<file path="config.mk">
export PLATFORM = sky130hd
export DESIGN_NAME = result_pipeline
export DESIGN_NICKNAME = d
export VERILOG_FILES = /design/src/rtl/spu_pipe_pkg.sv /design/src/rtl/result_stage.sv /design/src/rtl/result_pipeline.sv
export SDC_FILE = /design/constraint.sdc
export NUM_CORES = 1
export LEC_CHECK = 0
export CORE_AREA = 2 2 380 382
export DETAILED_ROUTE_END_ITERATION = 7
export DIE_AREA = 0 0 382 384
export SYNTH_ARGS = -nofsm -noshare
export SYNTH_HDL_FRONTEND = slang
export SYNTH_HIERARCHICAL = 1
export SYNTH_SLANG_ARGS = --single-unit
</file>
<file path="constraint.sdc">
create_clock -name clk -period 3.65 [get_ports clk]
set_clock_uncertainty 0.15 [all_clocks]
set_input_delay 0.73 -clock clk [delete_from_list [all_inputs] [get_ports clk]]
set_output_delay 0.73 -clock clk [all_outputs]
set_load 0.02 [all_outputs]
</file>
<file path="src/rtl/spu_pipe_pkg.sv">
// Shared types and constants for the SPU result pipeline (ST3..ST7).
// Holds the stage entry layout plus latency helper functions.
package spu_pipe_pkg;

    localparam int NUM_STAGES  = 5;
    localparam int MAX_LATENCY = 4;
    localparam int REG_ADDR_W  = 7;
    localparam int DATA_W      = 128;
    localparam int LAT_W       = 3;

    typedef struct packed {
        logic [REG_ADDR_W-1:0] rt;
        logic                  we;
        logic [LAT_W-1:0]      lat;
        logic [DATA_W-1:0]     result;
    } stage_entry_t;

    function automatic logic [LAT_W-1:0] sat_lat(input logic [LAT_W-1:0] lat,
                                                 input logic [LAT_W-1:0] max_lat);
        if (lat > max_lat) begin
            return max_lat;
        end else begin
            return lat;
        end
    endfunction

    function automatic logic [LAT_W-1:0] dec_lat(input logic [LAT_W-1:0] lat);
        if (lat != 3'd0) begin
            return lat - 3'd1;
        end else begin
            return 3'd0;
        end
    endfunction

endpackage

</file>
<file path="src/rtl/result_stage.sv">
// One pipeline entry register: holds under stall, optionally decrements the
// remaining latency of the incoming entry (saturating at zero) on advance.
module result_stage
    import spu_pipe_pkg::*;
#(
    parameter bit DECREMENT = 1'b1
) (
    input  logic         clk,
    input  logic         reset,
    input  logic         stall,
    input  stage_entry_t entry_i,
    output stage_entry_t entry_o
);

    stage_entry_t entry_d;
    stage_entry_t entry_q;

    // Next-state: take the upstream entry on advance, otherwise hold.
    always_comb begin
        entry_d = entry_q;
        if (!stall) begin
            entry_d = entry_i;
            if (DECREMENT) begin
                entry_d.lat = dec_lat(entry_i.lat);
            end else begin
                entry_d.lat = entry_i.lat;
            end
        end else begin
            entry_d = entry_q;
        end
    end

    // Entry register with synchronous reset.
    always_ff @(posedge clk) begin
        if (reset) begin
            entry_q.rt     <= 7'd0;
            entry_q.we     <= 1'b0;
            entry_q.lat    <= 3'd0;
            entry_q.result <= 128'd0;
        end else begin
            entry_q <= entry_d;
        end
    end

    assign entry_o = entry_q;

endmodule

</file>
<file path="src/rtl/result_pipeline.sv">
// SPU result pipeline: five chained result_stage entries (ST3..ST7), a
// combinational register-file writeback port off ST7 and a sticky latency error.
module result_pipeline
    import spu_pipe_pkg::*;
#(
    parameter int MAX_LATENCY = spu_pipe_pkg::MAX_LATENCY
) (
    input  logic                  clk,
    input  logic                  reset,
    input  logic                  stall,
    input  logic                  flush_EX,
    input  logic                  issueRegWriteEnable_EX,
    input  logic [REG_ADDR_W-1:0] issueRT_EX,
    input  logic [LAT_W-1:0]      issueLatency_EX,
    input  logic [DATA_W-1:0]     issueResult_EX,
    output logic [REG_ADDR_W-1:0] readRegisterRT_ST3,
    output logic [REG_ADDR_W-1:0] readRegisterRT_ST4,
    output logic [REG_ADDR_W-1:0] readRegisterRT_ST5,
    output logic [REG_ADDR_W-1:0] readRegisterRT_ST6,
    output logic [REG_ADDR_W-1:0] readRegisterRT_ST7,
    output logic                  regWriteEnable_ST3,
    output logic                  regWriteEnable_ST4,
    output logic                  regWriteEnable_ST5,
    output logic                  regWriteEnable_ST6,
    output logic                  regWriteEnable_ST7,
    output logic [LAT_W-1:0]      latency_ST3,
    output logic [LAT_W-1:0]      latency_ST4,
    output logic [LAT_W-1:0]      latency_ST5,
    output logic [LAT_W-1:0]      latency_ST6,
    output logic [LAT_W-1:0]      latency_ST7,
    output logic [DATA_W-1:0]     result_ST3,
    output logic [DATA_W-1:0]     result_ST4,
    output logic [DATA_W-1:0]     result_ST5,
    output logic [DATA_W-1:0]     result_ST6,
    output logic [DATA_W-1:0]     result_ST7,
    output logic                  rfWriteEnable,
    output logic [REG_ADDR_W-1:0] rfWriteAddr,
    output logic [DATA_W-1:0]     rfWriteData,
    output logic                  latencyError
);

    localparam logic [LAT_W-1:0] MAX_LAT = LAT_W'(MAX_LATENCY);

    stage_entry_t ex_entry_s;
    stage_entry_t stage_in_s [NUM_STAGES];
    stage_entry_t stage_q_s  [NUM_STAGES];
    logic         latency_error_d;
    logic         latency_error_q;

    // EX capture: flushed entries keep their payload but never write.
    always_comb begin
        ex_entry_s.rt     = issueRT_EX;
        ex_entry_s.we     = issueRegWriteEnable_EX & ~flush_EX;
        ex_entry_s.lat    = sat_lat(issueLatency_EX, MAX_LAT);
        ex_entry_s.result = issueResult_EX;
    end

    assign stage_in_s[0] = ex_entry_s;

    genvar g;
    generate
        for (g = 0; g < NUM_STAGES; g++) begin : g_stage
            if (g > 0) begin : g_link
                assign stage_in_s[g] = stage_q_s[g-1];
            end
            result_stage #(
                .DECREMENT ((g > 0) ? 1'b1 : 1'b0)
            ) u_stage (
                .clk     (clk),
                .reset   (reset),
                .stall   (stall),
                .entry_i (stage_in_s[g]),
                .entry_o (stage_q_s[g])
            );
        end
    endgenerate

    assign readRegisterRT_ST3 = stage_q_s[0].rt;
    assign readRegisterRT_ST4 = stage_q_s[1].rt;
    assign readRegisterRT_ST5 = stage_q_s[2].rt;
    assign readRegisterRT_ST6 = stage_q_s[3].rt;
    assign readRegisterRT_ST7 = stage_q_s[4].rt;
    assign regWriteEnable_ST3 = stage_q_s[0].we;
    assign regWriteEnable_ST4 = stage_q_s[1].we;
    assign regWriteEnable_ST5 = stage_q_s[2].we;
    assign regWriteEnable_ST6 = stage_q_s[3].we;
    assign regWriteEnable_ST7 = stage_q_s[4].we;
    assign latency_ST3        = stage_q_s[0].lat;
    assign latency_ST4        = stage_q_s[1].lat;
    assign latency_ST5        = stage_q_s[2].lat;
    assign latency_ST6        = stage_q_s[3].lat;
    assign latency_ST7        = stage_q_s[4].lat;
    assign result_ST3         = stage_q_s[0].result;
    assign result_ST4         = stage_q_s[1].result;
    assign result_ST5         = stage_q_s[2].result;
    assign result_ST6         = stage_q_s[3].result;
    assign result_ST7         = stage_q_s[4].result;

    // Writeback is combinational off ST7 and suppressed while stalled.
    always_comb begin
        rfWriteAddr = stage_q_s[NUM_STAGES-1].rt;
        rfWriteData = stage_q_s[NUM_STAGES-1].result;
        if (stage_q_s[NUM_STAGES-1].we && !stall && (stage_q_s[NUM_STAGES-1].lat == 3'd0)) begin
            rfWriteEnable = 1'b1;
        end else begin
            rfWriteEnable = 1'b0;
        end
    end

    // Sticky flag: set on an advancing, non-flushed write with an illegal latency.
    always_comb begin
        latency_error_d = latency_error_q;
        if (!stall && issueRegWriteEnable_EX && !flush_EX && (issueLatency_EX > MAX_LAT)) begin
            latency_error_d = 1'b1;
        end else begin
            latency_error_d = latency_error_q;
        end
    end

    // Latency error register.
    always_ff @(posedge clk) begin
        if (reset) begin
            latency_error_q <= 1'b0;
        end else begin
            latency_error_q <= latency_error_d;
        end
    end

    assign latencyError = latency_error_q;

endmodule

</file>
==> metrics.md, run 1 <==
| Metric | Value |
|---|---|
| DRC Markers | 0 |
| Achievable Freq | 322.3 MHz |
| Clock Tree Buf Depth | 3 |
| Area share of the leading cell type in the synthesized netlist | 0.5280 |
| Origin of the critical flop-to-flop path | g_stage[1].u_stage/entry_o[128]$_SDFFE_PP0N_ |
| Iteration count of the initial detailed-routing pass | 4 |
| Total track usage | 0.1255 |
| DRC marker count from the first detailed-route iteration | 959 |
| Crit path kind | register to primary output |
| Leakage Power | 15.87 nW |
| Area Overhead vs Synth | 48.12% |
| RSZ-0062 raised after global routing | no |
| Relative slew slack | 0.2598 |
| Total Wirelength | 96.93 mm |
| Top-count cell post-synth | dfxtp_1 |
| CTS tree | done |
| Mean Syn Cell Area | 10.91 um^2 |
| CTS sink cnt | 696 |
| Reg2reg setup slack | 2270 ps |
| Distinct cell type count after synthesis | 22 |
| Fin. Hold Viols | 0 |
| Final HPWL DP | 74.68 mm |
| Final Max Tran Viols | 0 |
| Worst setup SP type | register |
| Clk slew on worst S/H paths | 50 ps |
| Via/cell ratio | 3.759 |
| Reg2Reg Depth | 4 |
| Worst Max-Slew Pin Slew | 1110 ps |
| Post-CTS sizing | 0 |
| CP top delay family | flip-flops |
| H-tree depth | 3 |
| R2R Path End | g_stage[2].u_stage/entry_o[128]$_SDFFE_PP0N_ |
| HP Start | latencyError$_SDFFE_PP0P_ |
| Max cap viols | 0 |
| Top post-synthesis cells by count | dfxtp_1 (696), nor2_1 (691), mux2i_1 (687) |
| Syn. warnings | 6 |
| Final ANT Viol Nets | 0 |
| # diodes | 0 |
| Number of synthesized flops with an enable pin | 0 |
| Crit path buffers/inverters | 1 |
| CP max stage cell | dfxtp_1 |
| Layout cell share with drive strength beyond 1 | 0.05210 |
| Peak VDD IR | 317.6 uV |
| WL per Instance | 18.69 um |
| CP Cell Sequence | clkdlybuf4s50_1 |
| I/O Buffers | 974 |
| Post-synthesis sequential area ratio | 0.5280 |
| Layout Nets | 3,369 |
| Most used DFF post-synth | dfxtp_1 |
| Power Dens Cells | 452.8 mW/mm^2 |
| Post-CTS setup buffers | 0 |
| Crit end category | primary output |
| Gate Count Post-Synth | 2,418 |
| #FFs+latches synth | 696 |
| Synth Cell Area | 0.02639 mm^2 |
| TritonCTS Buffers | 79 |
| First-pass GRT wire length | 134.8 mm |
| Largest net degree at the start of global routing | 127 |
| Crit path largest cell delay | 810 ps |
| Core Util, Final | 0.2738 |
| Crit path from | g_stage[2].u_stage/entry_o[105]$_SDFFE_PP0N_ |
| DR vias | 19.49k |
| Initial antenna violation count | 4 |
| HP Class | register to register |
| Period utilization | 0.8502 |
| Syn nets | 2,569 |
| Hold Path Sink | latencyError$_SDFFE_PP0P_ |
| Effective utilization at floorplan | 0.1848 |
| CP arrival | 2220 ps |
| Worst-path fanout max | 3 |
| Die ar. | 0.1467 mm^2 |
| Largest area contributor in the netlist | dfxtp_1 |
| Fillers | 15.01k |
| Worst hold margin | 338.7 ps |
| Die height | 384 um |
| Final TNS setup | 0 ps |
| Top post-synthesis cells by area | dfxtp_1 (53%), mux2i_1 (26%), nor2_1 (9.8%), buf_4 (4.4%), buf_12 (3.9%) |
| Root Driver | clkbuf_16 |
| Number of top-level pins | 975 |
| Worst skew pair latency | 680 ps |
| Worst hold path cell count | 2 |
| WP data required | 2770 ps |
| DIE WIDTH | 382 um |
| Min cycle time layout | 3103 ps |
| Core Region | 0.1428 mm^2 |
| Gpl congestion | 0.8152 |
| Status | completed |
| Vias in the first global route | 18.35k |
| FP Rows | 139 |
| CTS Hold Bufs | 0 |
| Overflow after GRT | 0 |
| Async SR Flop Fraction | 0 |
| Final setup violation count | 0 |
==> worst max path at each step <==
stage / endpoint / depth (start not counted)
global route: result_ST5[105] / 1
floorplan: rfWriteEnable / 2
global placement: g_stage[4].u_stage/entry_o[81]$_SDFFE_PP0N_ / 4
finish: result_ST5[105] / 1
CTS: result_ST5[105] / 1
detailed placement: g_stage[0].u_stage/entry_o[48]$_SDFFE_PP0N_ / 4
==> per-stage QoR <==
step / power [mW] / area, um^2 / instances / setup WS [ps]
final: 17.70 / 39090 / 5185 / 546.9
after global routing: 18.43 / 39090 / 5185 / 468.2
after CTS: 18.02 / 39090 / 5185 / 461.8
after detailed placement: 9.758 / 36380 / 5040 / 1082
after global placement: 9.747 / 36380 / 5040 / 1117
after floorplan: 9.088 / 26390 / 2418 / 1564
==> where the power goes <==
part | switching (mW) | internal (mW) | leakage [nW]
Combinational | 0.829 | 0.766 | 8.91
Sequential | 0.196 | 7.79 | 5.65
Clock | 3.43 | 4.69 | 1.32
==> registers in the layout, summed over array words and instances, names as in the netlist <==
register / count
latencyError: 1
g_stage.u_stage/entry_o: 695
==> routing by layer <==
metal	global-route usage	vias up	routed length, um
li1	-	9485	-
met1	0.1486	9253	39770
met2	0.2080	628	46620
met3	0.04953	121	8007
met4	0.03675	6	2401
met5	0.005523	-	140
==> kinds of logic after synthesis <==
| group | after synthesis | share of synthesized area |
|---|---|---|
| adders and majority gates | 8 | 0.003793 |
| and+or+nand+nor | 709 | 0.1027 |
| muxes | 687 | 0.2606 |
| DFF | 696 | 0.5280 |
| buffers and inverters | 304 | 0.1006 |
| AOI/OAI and AO/OA | 14 | 0.004315 |
==> placed cells by master (no fill, tap or decap) <==
cell | Yosys | final
clkdlybuf4s50_1 | 0 | 971
dfxtp_1 | 696 | 696
nor2_1 | 691 | 691
mux2i_1 | 687 | 687
clkbuf_16 | 0 | 79
buf_4 | 154 | 22
clkbuf_8 | 0 | 20
clkbuf_1 | 66 | 17
buf_12 | 51 | 15
inv_1 | 13 | 13
clkinv_2 | 0 | 13
a21oi_1 | 8 | 8
ha_1 | 8 | 8
clkinv_16 | 0 | 6
inv_6 | 0 | 4
or3b_1 | 4 | 4
a221oi_2 | 4 | 4
nand2_1 | 4 | 4
or3_1 | 4 | 4
nor2b_1 | 3 | 3
bufinv_16 | 0 | 3
clkinvlp_4 | 0 | 3
buf_8 | 5 | 2
nor4_1 | 1 | 1
and2_1 | 1 | 1
nand4bb_1 | 1 | 1
o21bai_1 | 1 | 1
o22ai_1 | 1 | 1
==> final cells by class <==
type                    count  area (um^2)  area share
well taps                1903         2381     0.06091
flip-flops and latches    696        13930      0.3565
repair buffers           1010        10210      0.2613
clock buffers             116         2316     0.05925
clock inverters            29        392.9     0.01005
multi-input cells        1418         9802      0.2508
inverters                  13        48.80    0.001248
==> worst min-delay path, cell delays in order, from the launching register on <==
cell and delay (ps):
dfxtp_1 310, inv_1 50, o22ai_1 80
Note: power is estimated with default switching activity, not from simulation.
==> inputs of run 2 (changes only) <==
- CORE_AREA: 2 2 380 382 -> 2 2 384 386
- DIE_AREA: 0 0 382 384 -> 0 0 386 388
- DONT_BUFFER_PORTS: unset -> 1
==> metrics.md, run 2 (synthesis gave the netlist of run 1 again) <==
| Metric | Value |
|---|---|
| Status | finished with violations |
| Failing checks | max-slew violations |
| R2R Path End | g_stage[3].u_stage/entry_o[128]$_SDFFE_PP0N_ |
| Final Max Tran Viols | 367 |
| FP Rows | 140 |
| Worst setup SP type | input port |
| Min cycle time layout | 3561 ps |
| Final HPWL DP | 58.02 mm |
| Crit path largest cell delay | 520 ps |
| Post-CTS setup buffers | 0 |
| Clock Tree Buf Depth | 3 |
| Peak VDD IR | 404.4 uV |
| Origin of the critical flop-to-flop path | g_stage[2].u_stage/entry_o[130]$_SDFFE_PP0N_ |
| Overflow after GRT | 0 |
| RSZ-0062 raised after global routing | no |
| Reg2Reg Depth | 4 |
| Worst skew pair latency | 690 ps |
| Reg2reg setup slack | 1980 ps |
| HP Start | issueResult_EX[108] |
| Core Region | 0.1452 mm^2 |
| Register area | 0.01393 mm^2 |
| Leakage Power | 12.83 nW |
| Fillers | 15.60k |
| Switching share of total power | 0.2487 |
| Gpl congestion | 0.8326 |
| Relative slew slack | -1.057 |
| H-tree depth | 3 |
| DR vias | 16.28k |
| WP data required | 2770 ps |
| Total Wirelength | 82.68 mm |
| Crit path kind | input port to primary output |
| DRC Markers | 0 |
| Sequential power share | 0.491 |
| HP Class | input port to register |
| Area Overhead vs Synth | 14.98% |
| Effective utilization at floorplan | 0.1817 |
| Core Util, Final | 0.2090 |
| TritonCTS Buffers | 77 |
| DIE WIDTH | 386 um |
| Fin. Hold Viols | 0 |
| Period utilization | 0.9757 |
| Achievable Freq | 280.8 MHz |
| Worst Max-Slew Pin Slew | 3085 ps |
| Vias in the first global route | 15.16k |
| CP arrival | 2680 ps |
| # diodes | 0 |
| Max cap viols | 0 |
| Die ar. | 0.1498 mm^2 |
| Clk network pwr share | 0.465 |
| Final setup violation count | 0 |
| Clk slew on worst S/H paths | 60 ps |
| Worst-path fanout max | 147 |
| Iteration count of the initial detailed-routing pass | 5 |
| Total track usage | 0.1029 |
| CP Cell Sequence | buf_16, nor4_1, and2_1, buf_4 |
| Max FFs per register | 695 |
| CP max stage cell | nor4_1 |
| Via/cell ratio | 3.763 |
| Most common cell after layout, fill and taps aside | dfxtp_1 |
| WL per Instance | 19.11 um |
| Initial antenna violation count | 7 |
| CTS sink cnt | 696 |
| Layout cell share with drive strength beyond 1 | 0.05602 |
| Most frequent cells in the layout | dfxtp_1 (696), nor2_1 (691), mux2i_1 (687) |
| Hold Path Sink | g_stage[0].u_stage/entry_o[108]$_SDFFE_PP0N_ |
| First-pass GRT wire length | 113.0 mm |
| Largest net degree at the start of global routing | 706 |
| Sw power | 4.192 mW |
| Root Driver | clkbuf_16 |
| Crit end category | primary output |
| Die height | 388 um |
| CTS tree | done |
| Final TNS setup | 0 ps |
| Area taken by multi-input logic gates | 0.009802 mm^2 |
| Final ANT Viol Nets | 0 |
| Power Dens Cells | 555.5 mW/mm^2 |
| Worst hold path cell count | 2 |
| I/O Buffers | 0 |
| Number of top-level pins | 975 |
| Internal Power | 12.67 mW |
| DRC marker count from the first detailed-route iteration | 704 |
| Layout Nets | 2,504 |
| Combinational fraction of design power | 0.044 |
## run 2: worst max path at each step
stage,startpoint,endpoint,slack (ps),depth (start not counted)
final,stall,rfWriteEnable,90,4
after detailed placement,stall,rfWriteEnable,530,3
after CTS,g_stage[4].u_stage/entry_o[129]$_SDFFE_PP0N_,rfWriteEnable,440,3
after global placement,stall,rfWriteEnable,460,3
after floorplan,stall,rfWriteEnable,1560,2
after global routing,stall,rfWriteEnable,140,4
## run 2: what timing repair did
item / CTS / global route
hold buffers: 141 / 0
gates resized for setup: 0 / 0
hold endpoints to repair: 225 / 0
## run 2: power by group through the flow
stage	combinational (mW)	clock, mW	sequential (mW)
finish	0.743	7.84	8.27
global route	0.805	8.42	8.29
CTS	0.559	8.14	8.28
detailed placement	0.405	0	8.44
global placement	0.391	0	8.44
floorplan	0.782	0	8.31
## run 2: cell type report
cell class,instances,area share
sequential,696,0.4592
inverter,13,0.001608
tap,1917,0.07905
timing repair buffer,147,0.05121
multi-input combinational,1418,0.3230
clock buffer,109,0.07443
clock inverter,27,0.01150
## run 2: critical path, delay by kind of cell
family        cells  cell delay (ps)
buf+inv           2              620
simple gates      2              940
## run 2: metrics by stage
stage / total power [mW] / cell area [um^2] / hold WS (ps) / setup slack [ps] / std cells
2_1_floorplan: 9.088 / 26390 / 395.3 / 1564 / 2418
3_3_place_gp: 8.834 / 26200 / 417.6 / 455.7 / 4046
3_5_place_dp: 8.850 / 26200 / 425.5 / 525.2 / 4046
4_1_cts: 16.97 / 30230 / 1.185 / 436.1 / 4323
5_1_grt: 17.52 / 30340 / 11.24 / 143.2 / 4327
6_report: 16.86 / 30340 / 85.59 / 88.71 / 4327
## run 2: layer usage
metal  share of wire  up-vias  GRT usage
li1                -     7747          -
met1            0.41     7777     0.1194
met2            0.47      642     0.1672
met3           0.099      114    0.04658
met4           0.027        4    0.03283
met5         0.00028        -          0
